--- src/rtl/hazard_pkg.sv ---
// -----------------------------------------------------------------------------
// hazard_pkg
// Shared definitions for the miniLA pipeline hazard/flow controller:
//   - register index width
//   - operand-forwarding select encodings
//   - controller FSM state encodings
//   - in-flight writer tag record and the tag/source match helper
// -----------------------------------------------------------------------------
package hazard_pkg;

  localparam int REG_IDX_W = 5;

  // ID operand source selects
  localparam logic [1:0] FWD_RF  = 2'b00;
  localparam logic [1:0] FWD_EX  = 2'b01;
  localparam logic [1:0] FWD_MEM = 2'b10;
  localparam logic [1:0] FWD_WB  = 2'b11;

  typedef enum logic [1:0] {
    ST_RUN      = 2'b00,
    ST_LU_STALL = 2'b01,
    ST_FLUSH    = 2'b10,
    ST_FREEZE   = 2'b11
  } state_t;

  // One in-flight register writer
  typedef struct packed {
    logic                 valid;
    logic [REG_IDX_W-1:0] rd;
    logic                 is_load;
  } tag_t;

  localparam tag_t TAG_NONE = '{valid: 1'b0, rd: 5'd0, is_load: 1'b0};

  // A source hits a tag only if it is really read, is not r0, and the tag
  // holds a live writer of that same register.
  function automatic logic tag_hit(input tag_t tag,
                                   input logic [REG_IDX_W-1:0] src,
                                   input logic src_use);
    return src_use && (src != 5'd0) && tag.valid && (tag.rd == src);
  endfunction

endpackage

--- src/rtl/pipe_hazard_ctrl_if.sv ---
// -----------------------------------------------------------------------------
// pipe_hazard_ctrl_if
// Bundle between the pipeline datapath (master) and the hazard controller
// (slave).
//   master drives : id_valid, rj_ID, rk_ID, rj_use_ID, rk_use_ID, rd_ID,
//                   wb_ena_ID, is_load_ID, redirect_EX, bus_wait
//   slave drives  : pc_hold, ifid_hold, ifid_clr, idex_clr, exmem_hold,
//                   memwb_hold, fwd_j, fwd_k, ctrl_state
// -----------------------------------------------------------------------------
interface pipe_hazard_ctrl_if;
  import hazard_pkg::*;

  logic                 id_valid;
  logic [REG_IDX_W-1:0] rj_ID;
  logic [REG_IDX_W-1:0] rk_ID;
  logic                 rj_use_ID;
  logic                 rk_use_ID;
  logic [REG_IDX_W-1:0] rd_ID;
  logic                 wb_ena_ID;
  logic                 is_load_ID;
  logic                 redirect_EX;
  logic                 bus_wait;

  logic                 pc_hold;
  logic                 ifid_hold;
  logic                 ifid_clr;
  logic                 idex_clr;
  logic                 exmem_hold;
  logic                 memwb_hold;
  logic [1:0]           fwd_j;
  logic [1:0]           fwd_k;
  logic [1:0]           ctrl_state;

  modport master (
    output id_valid, rj_ID, rk_ID, rj_use_ID, rk_use_ID, rd_ID,
           wb_ena_ID, is_load_ID, redirect_EX, bus_wait,
    input  pc_hold, ifid_hold, ifid_clr, idex_clr, exmem_hold, memwb_hold,
           fwd_j, fwd_k, ctrl_state
  );

  modport slave (
    input  id_valid, rj_ID, rk_ID, rj_use_ID, rk_use_ID, rd_ID,
           wb_ena_ID, is_load_ID, redirect_EX, bus_wait,
    output pc_hold, ifid_hold, ifid_clr, idex_clr, exmem_hold, memwb_hold,
           fwd_j, fwd_k, ctrl_state
  );

endinterface

--- src/rtl/fwd_match.sv ---
// -----------------------------------------------------------------------------
// fwd_match
// Pure comparator for one ID source operand against the three in-flight
// writer tags. The youngest matching writer wins (EX > MEM > WB > RF).
// A match against a load still in EX cannot forward (data not yet
// available) and is reported as a load-use hazard instead.
// Ports:
//   src_idx, src_use          : source register index and its read enable
//   tag_ex, tag_mem, tag_wb   : in-flight writer tags
//   fwd_sel                   : operand source select
//   load_use                  : load in EX feeds this operand
// -----------------------------------------------------------------------------
module fwd_match
  import hazard_pkg::*;
(
  input  logic [REG_IDX_W-1:0] src_idx,
  input  logic                 src_use,
  input  tag_t                 tag_ex,
  input  tag_t                 tag_mem,
  input  tag_t                 tag_wb,
  output logic [1:0]           fwd_sel,
  output logic                 load_use
);

  // Priority compare, youngest writer first
  always_comb begin
    fwd_sel  = FWD_RF;
    load_use = 1'b0;
    if (tag_hit(tag_ex, src_idx, src_use)) begin
      if (tag_ex.is_load) begin
        fwd_sel  = FWD_RF;
        load_use = 1'b1;
      end else begin
        fwd_sel  = FWD_EX;
        load_use = 1'b0;
      end
    end else if (tag_hit(tag_mem, src_idx, src_use)) begin
      fwd_sel = FWD_MEM;
    end else if (tag_hit(tag_wb, src_idx, src_use)) begin
      fwd_sel = FWD_WB;
    end else begin
      fwd_sel = FWD_RF;
    end
  end

endmodule

--- src/rtl/pipe_hazard_ctrl.sv ---
// -----------------------------------------------------------------------------
// pipe_hazard_ctrl
// Hazard and flow controller for the miniLA 5-stage pipeline. Keeps its own
// EX/MEM/WB writer-tag pipeline, generates ID forwarding selects, and drives
// load-use stalls, redirect flushes and bus-wait freezes.
// Ports:
//   cpu_clk  : pipeline clock
//   cpu_rst  : asynchronous active-low reset
//   hz       : pipe_hazard_ctrl_if.slave (ID info, redirect, bus_wait in;
//              hold/clear, forwarding selects and FSM state out)
// Optional build macro PIPE_HAZARD_PERF_EN adds saturating 32-bit counters
//   perf_stall_cnt / perf_flush_cnt / perf_freeze_cnt (cycles spent in
//   LU_STALL / FLUSH / FREEZE).
// Hold/clear and forwarding outputs are combinational on the current inputs
// and tags so the pipeline registers see them in the same cycle; ctrl_state
// is the registered state and therefore trails those outputs by one cycle.
// -----------------------------------------------------------------------------
module pipe_hazard_ctrl
  import hazard_pkg::*;
(
  input  logic                cpu_clk,
  input  logic                cpu_rst,
  pipe_hazard_ctrl_if.slave   hz
`ifdef PIPE_HAZARD_PERF_EN
  ,
  output logic [31:0]         perf_stall_cnt,
  output logic [31:0]         perf_flush_cnt,
  output logic [31:0]         perf_freeze_cnt
`endif
);

  state_t     state_r;
  state_t     next_state_s;
  tag_t       tag_ex_r;
  tag_t       tag_mem_r;
  tag_t       tag_wb_r;
  logic [1:0] fwd_j_s;
  logic [1:0] fwd_k_s;
  logic       lu_j_s;
  logic       lu_k_s;
  logic       lu_hazard_s;
  logic       idex_clr_s;

  fwd_match u_fwd_j (
    .src_idx  (hz.rj_ID),
    .src_use  (hz.rj_use_ID),
    .tag_ex   (tag_ex_r),
    .tag_mem  (tag_mem_r),
    .tag_wb   (tag_wb_r),
    .fwd_sel  (fwd_j_s),
    .load_use (lu_j_s)
  );

  fwd_match u_fwd_k (
    .src_idx  (hz.rk_ID),
    .src_use  (hz.rk_use_ID),
    .tag_ex   (tag_ex_r),
    .tag_mem  (tag_mem_r),
    .tag_wb   (tag_wb_r),
    .fwd_sel  (fwd_k_s),
    .load_use (lu_k_s)
  );

  assign lu_hazard_s = lu_j_s | lu_k_s;

  // FSM state register
  always_ff @(posedge cpu_clk or negedge cpu_rst) begin
    if (!cpu_rst) begin
      state_r <= ST_RUN;
    end else begin
      state_r <= next_state_s;
    end
  end

  // Next state: freeze beats redirect beats load-use. A redirect held under
  // freeze is seen again once bus_wait drops because EX is held too.
  always_comb begin
    next_state_s = ST_RUN;
    if (hz.bus_wait) begin
      next_state_s = ST_FREEZE;
    end else if (hz.redirect_EX) begin
      next_state_s = ST_FLUSH;
    end else if (lu_hazard_s) begin
      next_state_s = ST_LU_STALL;
    end else begin
      next_state_s = ST_RUN;
    end
  end

  // Hold/clear decode from the condition being entered this cycle
  always_comb begin
    hz.pc_hold    = 1'b0;
    hz.ifid_hold  = 1'b0;
    hz.ifid_clr   = 1'b0;
    hz.idex_clr   = 1'b0;
    hz.exmem_hold = 1'b0;
    hz.memwb_hold = 1'b0;
    hz.fwd_j      = FWD_RF;
    hz.fwd_k      = FWD_RF;
    hz.ctrl_state = state_r;
    idex_clr_s    = 1'b0;
    if (!cpu_rst) begin
      // Keep the datapath quiet while reset is asserted
      hz.ctrl_state = ST_RUN;
    end else begin
      hz.fwd_j = fwd_j_s;
      hz.fwd_k = fwd_k_s;
      case (next_state_s)
        ST_FREEZE: begin
          hz.pc_hold    = 1'b1;
          hz.ifid_hold  = 1'b1;
          hz.exmem_hold = 1'b1;
          hz.memwb_hold = 1'b1;
        end
        ST_FLUSH: begin
          hz.ifid_clr = 1'b1;
          hz.idex_clr = 1'b1;
          idex_clr_s  = 1'b1;
        end
        ST_LU_STALL: begin
          hz.pc_hold   = 1'b1;
          hz.ifid_hold = 1'b1;
          hz.idex_clr  = 1'b1;
          idex_clr_s   = 1'b1;
        end
        ST_RUN: begin
          hz.pc_hold = 1'b0;
        end
        default: begin
          hz.pc_hold = 1'b0;
        end
      endcase
    end
  end

  // Writer-tag pipeline: frozen on bus wait, bubble into EX on idex_clr
  always_ff @(posedge cpu_clk or negedge cpu_rst) begin
    if (!cpu_rst) begin
      tag_ex_r  <= TAG_NONE;
      tag_mem_r <= TAG_NONE;
      tag_wb_r  <= TAG_NONE;
    end else if (!hz.bus_wait) begin
      tag_wb_r  <= tag_mem_r;
      tag_mem_r <= tag_ex_r;
      if (idex_clr_s) begin
        tag_ex_r <= TAG_NONE;
      end else begin
        tag_ex_r <= '{valid:   hz.id_valid & hz.wb_ena_ID & (hz.rd_ID != 5'd0),
                      rd:      hz.rd_ID,
                      is_load: hz.is_load_ID};
      end
    end else begin
      tag_wb_r  <= tag_wb_r;
      tag_mem_r <= tag_mem_r;
      tag_ex_r  <= tag_ex_r;
    end
  end

`ifdef PIPE_HAZARD_PERF_EN
  function automatic logic [31:0] sat_inc(input logic [31:0] v);
    return (v == 32'hFFFF_FFFF) ? v : (v + 32'd1);
  endfunction

  // Saturating per-state cycle counters
  always_ff @(posedge cpu_clk or negedge cpu_rst) begin
    if (!cpu_rst) begin
      perf_stall_cnt  <= 32'd0;
      perf_flush_cnt  <= 32'd0;
      perf_freeze_cnt <= 32'd0;
    end else begin
      perf_stall_cnt  <= (state_r == ST_LU_STALL) ? sat_inc(perf_stall_cnt)  : perf_stall_cnt;
      perf_flush_cnt  <= (state_r == ST_FLUSH)    ? sat_inc(perf_flush_cnt)  : perf_flush_cnt;
      perf_freeze_cnt <= (state_r == ST_FREEZE)   ? sat_inc(perf_freeze_cnt) : perf_freeze_cnt;
    end
  end
`endif

endmodule

--- src/flat_wrapper.sv ---
// flat-port wrapper written by rule: the top's interface ports become plain ports
module pipe_hazard_ctrl_flat import hazard_pkg::*;
  (cpu_clk, cpu_rst, hz_id_valid, hz_rj_ID, hz_rk_ID, hz_rj_use_ID, hz_rk_use_ID, hz_rd_ID, hz_wb_ena_ID, hz_is_load_ID, hz_redirect_EX, hz_bus_wait, hz_pc_hold, hz_ifid_hold, hz_ifid_clr, hz_idex_clr, hz_exmem_hold, hz_memwb_hold, hz_fwd_j, hz_fwd_k, hz_ctrl_state);
  pipe_hazard_ctrl_if hz_i ();
  input  logic cpu_clk;
  input  logic cpu_rst;
  input wire logic [$bits(hz_i.id_valid)-1:0] hz_id_valid;
  input wire logic [$bits(hz_i.rj_ID)-1:0] hz_rj_ID;
  input wire logic [$bits(hz_i.rk_ID)-1:0] hz_rk_ID;
  input wire logic [$bits(hz_i.rj_use_ID)-1:0] hz_rj_use_ID;
  input wire logic [$bits(hz_i.rk_use_ID)-1:0] hz_rk_use_ID;
  input wire logic [$bits(hz_i.rd_ID)-1:0] hz_rd_ID;
  input wire logic [$bits(hz_i.wb_ena_ID)-1:0] hz_wb_ena_ID;
  input wire logic [$bits(hz_i.is_load_ID)-1:0] hz_is_load_ID;
  input wire logic [$bits(hz_i.redirect_EX)-1:0] hz_redirect_EX;
  input wire logic [$bits(hz_i.bus_wait)-1:0] hz_bus_wait;
  output wire logic [$bits(hz_i.pc_hold)-1:0] hz_pc_hold;
  output wire logic [$bits(hz_i.ifid_hold)-1:0] hz_ifid_hold;
  output wire logic [$bits(hz_i.ifid_clr)-1:0] hz_ifid_clr;
  output wire logic [$bits(hz_i.idex_clr)-1:0] hz_idex_clr;
  output wire logic [$bits(hz_i.exmem_hold)-1:0] hz_exmem_hold;
  output wire logic [$bits(hz_i.memwb_hold)-1:0] hz_memwb_hold;
  output wire logic [$bits(hz_i.fwd_j)-1:0] hz_fwd_j;
  output wire logic [$bits(hz_i.fwd_k)-1:0] hz_fwd_k;
  output wire logic [$bits(hz_i.ctrl_state)-1:0] hz_ctrl_state;
  assign hz_i.id_valid = hz_id_valid;
  assign hz_i.rj_ID = hz_rj_ID;
  assign hz_i.rk_ID = hz_rk_ID;
  assign hz_i.rj_use_ID = hz_rj_use_ID;
  assign hz_i.rk_use_ID = hz_rk_use_ID;
  assign hz_i.rd_ID = hz_rd_ID;
  assign hz_i.wb_ena_ID = hz_wb_ena_ID;
  assign hz_i.is_load_ID = hz_is_load_ID;
  assign hz_i.redirect_EX = hz_redirect_EX;
  assign hz_i.bus_wait = hz_bus_wait;
  assign hz_pc_hold = hz_i.pc_hold;
  assign hz_ifid_hold = hz_i.ifid_hold;
  assign hz_ifid_clr = hz_i.ifid_clr;
  assign hz_idex_clr = hz_i.idex_clr;
  assign hz_exmem_hold = hz_i.exmem_hold;
  assign hz_memwb_hold = hz_i.memwb_hold;
  assign hz_fwd_j = hz_i.fwd_j;
  assign hz_fwd_k = hz_i.fwd_k;
  assign hz_ctrl_state = hz_i.ctrl_state;
  pipe_hazard_ctrl u_core (.cpu_clk(cpu_clk), .cpu_rst(cpu_rst), .hz(hz_i));
endmodule
--- config.mk ---
export PLATFORM = sky130hd
export DESIGN_NAME = pipe_hazard_ctrl_flat
export DESIGN_NICKNAME = d
export VERILOG_FILES = /design/src/rtl/hazard_pkg.sv /design/src/rtl/pipe_hazard_ctrl_if.sv /design/src/rtl/fwd_match.sv /design/src/rtl/pipe_hazard_ctrl.sv /design/src/flat_wrapper.sv
export SDC_FILE = /design/constraint.sdc
export NUM_CORES = 1
export LEC_CHECK = 0
export ABC_AREA = 1
export ABC_CLOCK_PERIOD_IN_PS = 2380
export BUFFER_PORTS_ARGS = -buffer_cell sky130_fd_sc_hd__buf_2
export CORE_UTILIZATION = 50
export CTS_CLUSTER_SIZE = 25
export DETAILED_ROUTE_END_ITERATION = 16
export HOLD_SLACK_MARGIN = 0.05
export MAX_ROUTING_LAYER = met4
export PLACE_DENSITY = 0.84
export SLEW_MARGIN = 20
export SYNTH_ARGS = -nofsm -noshare
export SYNTH_HDL_FRONTEND = slang
export SYNTH_HIERARCHICAL = 1
export SYNTH_SLANG_ARGS = --single-unit
--- constraint.sdc ---
create_clock -name cpu_clk -period 2.38 [get_ports cpu_clk]
set_input_delay 0.476 -clock cpu_clk [delete_from_list [all_inputs] [get_ports cpu_clk]]
set_output_delay 0.476 -clock cpu_clk [all_outputs]
set_load 0.02 [all_outputs]
==> impl_metrics.toml <==
[floorplan]
dieWidth_um = 61.7
die-height_um = 61.7
rows = 21
io_pins = 36
core_area_mm2 = 0.00336
dieArea_mm2 = 0.00381
initial_utilization_pct = 53.0

[sta]
max_freq_ghz = 0.444
hold_viol = 0
tns_ns = 0
setup_viol = 0
worstMarginPinSlew_ns = 0.331
finalCriticalPeriod_ns = 2.25
finalClockSkew_ns = 0.00704
final.setup.worst_slack_ns = 0.128
max_slew_margin_pct = 77.9
drv_slew = 0
fin_crit_sh_pct = 94.6

[setup_path]
critPathRequiredTime_ns = 1.90
ff2ff_path_depth = 11
cp-start-kind = "input pin"
arrival_ns = 1.78
crit_type = "in -> out"
path_max_fanout = 16
end_kind = "primary output"

[place]
io_buffers = 35
place_ws_ns = 0.123
gp_congestion = 0.937
hpwlAfterDp_um = 3300
placed_cell_area_mm2 = 0.00195

[cts]
cts_buffers = 3
cts_root_buf = "clkbuf_4"
clock_path_buffers = 2
clk_latency_ns = 0.31
cts_tree = "yes"
clock-sinks = 21
clkTransAtPathRegs_ns = 0.11
cts_max_level = 1

[status]
status = "complete, no violations"

[layout]
area_growth_pct = 13.7
num-fill-cells = 367
final_cell_area_mm2 = 0.00203
final_core_util_pct = 60.3
diodes = 0
layout.nets = 370
drive_above_1_share_pct = 19.7

[run]
maxCapViolCount = 0

[routing]
drc = 0
wirelength_um = 4180
vias_per_cell = 4.63
route.antenna.remaining_nets = 0
vias = 1811
drtIter0Drc = 156
wire_per_inst_um = 10.7
first_pass_iters = 4

[worst_hold_path]
hold_path.class = "in -> reg"
worstHoldPathCells = 3

[global_routing]
grt_start_max_net_pins = 25
grtUsageTotal_pct = 24.2
grt_overflow_total = 0
antenna_found_initial = 0
grt_pass1_wl_um = 6490
grt_pass1_vias = 1455

[synth]
netlist_area_mm2 = 0.00178
syn_area_per_cell_um2 = 5.75
synth_warnings = 6
syn-num-nets = 334
synthCells = 310

[pwr]
power_uw = 920
powerDensity_mw_per_mm2 = 454
p_leak_uw = 0.00125
ir_drop_mv = 0.257
cells in the final DEF, fill, tap and decap left out:
cell type,n
clkbuf_1,1
a21oi_1,2
a21oi_2,1
inv_1,53
buf_4,3
dlygate4sd3_1,1
clkbuf_4,3
nor2_1,37
nor2_4,1
o21ai_1,10
o21ai_2,1
dfrtp_1,16
nand4_1,4
inv_2,3
nor3_2,2
nand3_1,12
inv_4,2
nand2_1,134
nand2_2,2
buf_2,33
nor3_4,1
or2_2,2
buf_6,2
o21ai_0,5
nor2_2,5
a21boi_0,2
nand3_2,2
dfrtp_2,5
worst max-delay path, cell delays in order:
cell	delay (ns)
dlygate4sd3_1	0.51
buf_2	0.31
inv_4	0.08
nor2_4	0.09
nand2_2	0.09
inv_4	0.10
buf_6	0.12
power by group:
part / total, uW / switching (uW) / leakage [uW] / internal, uW
Combinational: 289 / 181 / 0.000982 / 108
Sequential: 456 / 58.3 / 0.000249 / 397
Clock: 175 / 110 / 0.0000150 / 65.5
state kept, by name (all words and copies together) (netlist names):
| name | cells |
|---|---|
| u_core/tag_mem_r | 6 |
| u_core/state_r | 2 |
| u_core/tag_ex_r | 7 |
| u_core/tag_wb_r | 6 |
routing by layer:
metal  track usage [%]  up-vias  part of all wire [%]
met5                 -        -                     0
met4              5.71        0                  0.69
met3              2.48        4                   4.0
met2              38.4       41                    47
met1              33.5      778                    48
li1                  -      988                     -
path summary, 6_finish.rpt:
check | startpoint | end | slack [ns]
max | cpu_rst | hz_idex_clr | 0.13
min | hz_redirect_EX | u_core/state_r[1] | 0.41
max reg2reg | u_core/tag_ex_r[2] | u_core/tag_ex_r[0] | 0.90
min reg2reg | u_core/tag_wb_r[4] | u_core/tag_wb_r[4] | 0.57
max in group asynchronous | cpu_rst | u_core/tag_ex_r[3] | 1.29
min in group asynchronous | cpu_rst | u_core/tag_mem_r[5] | 0.58
per-stage QoR:
step	instances	hold WS (ns)
5_1_grt	391	0.419
4_1_cts	390	0.403
2_1_floorplan	310	0.180
3_3_place_gp	385	0.388
6_report	391	0.415
3_5_place_dp	385	0.386
area by class of cell:
class	instances	area, um^2	area share, %
multi-input cells	223	968	47.8
inverters	58	223	11.0
repair buffers	39	220	10.9
well taps	46	57.6	2.84
flip-flops and latches	21	532	26.2
clock buffers	4	26.3	1.30
repair_timing:
action,in CTS,in global routing
resized for setup,1,12
buffers inserted,0,1
endpoints found under the hold margin,7,0
endpoints found under the setup margin,3,4
hold buffers,1,0
Note: power is estimated with default switching activity, not from simulation.
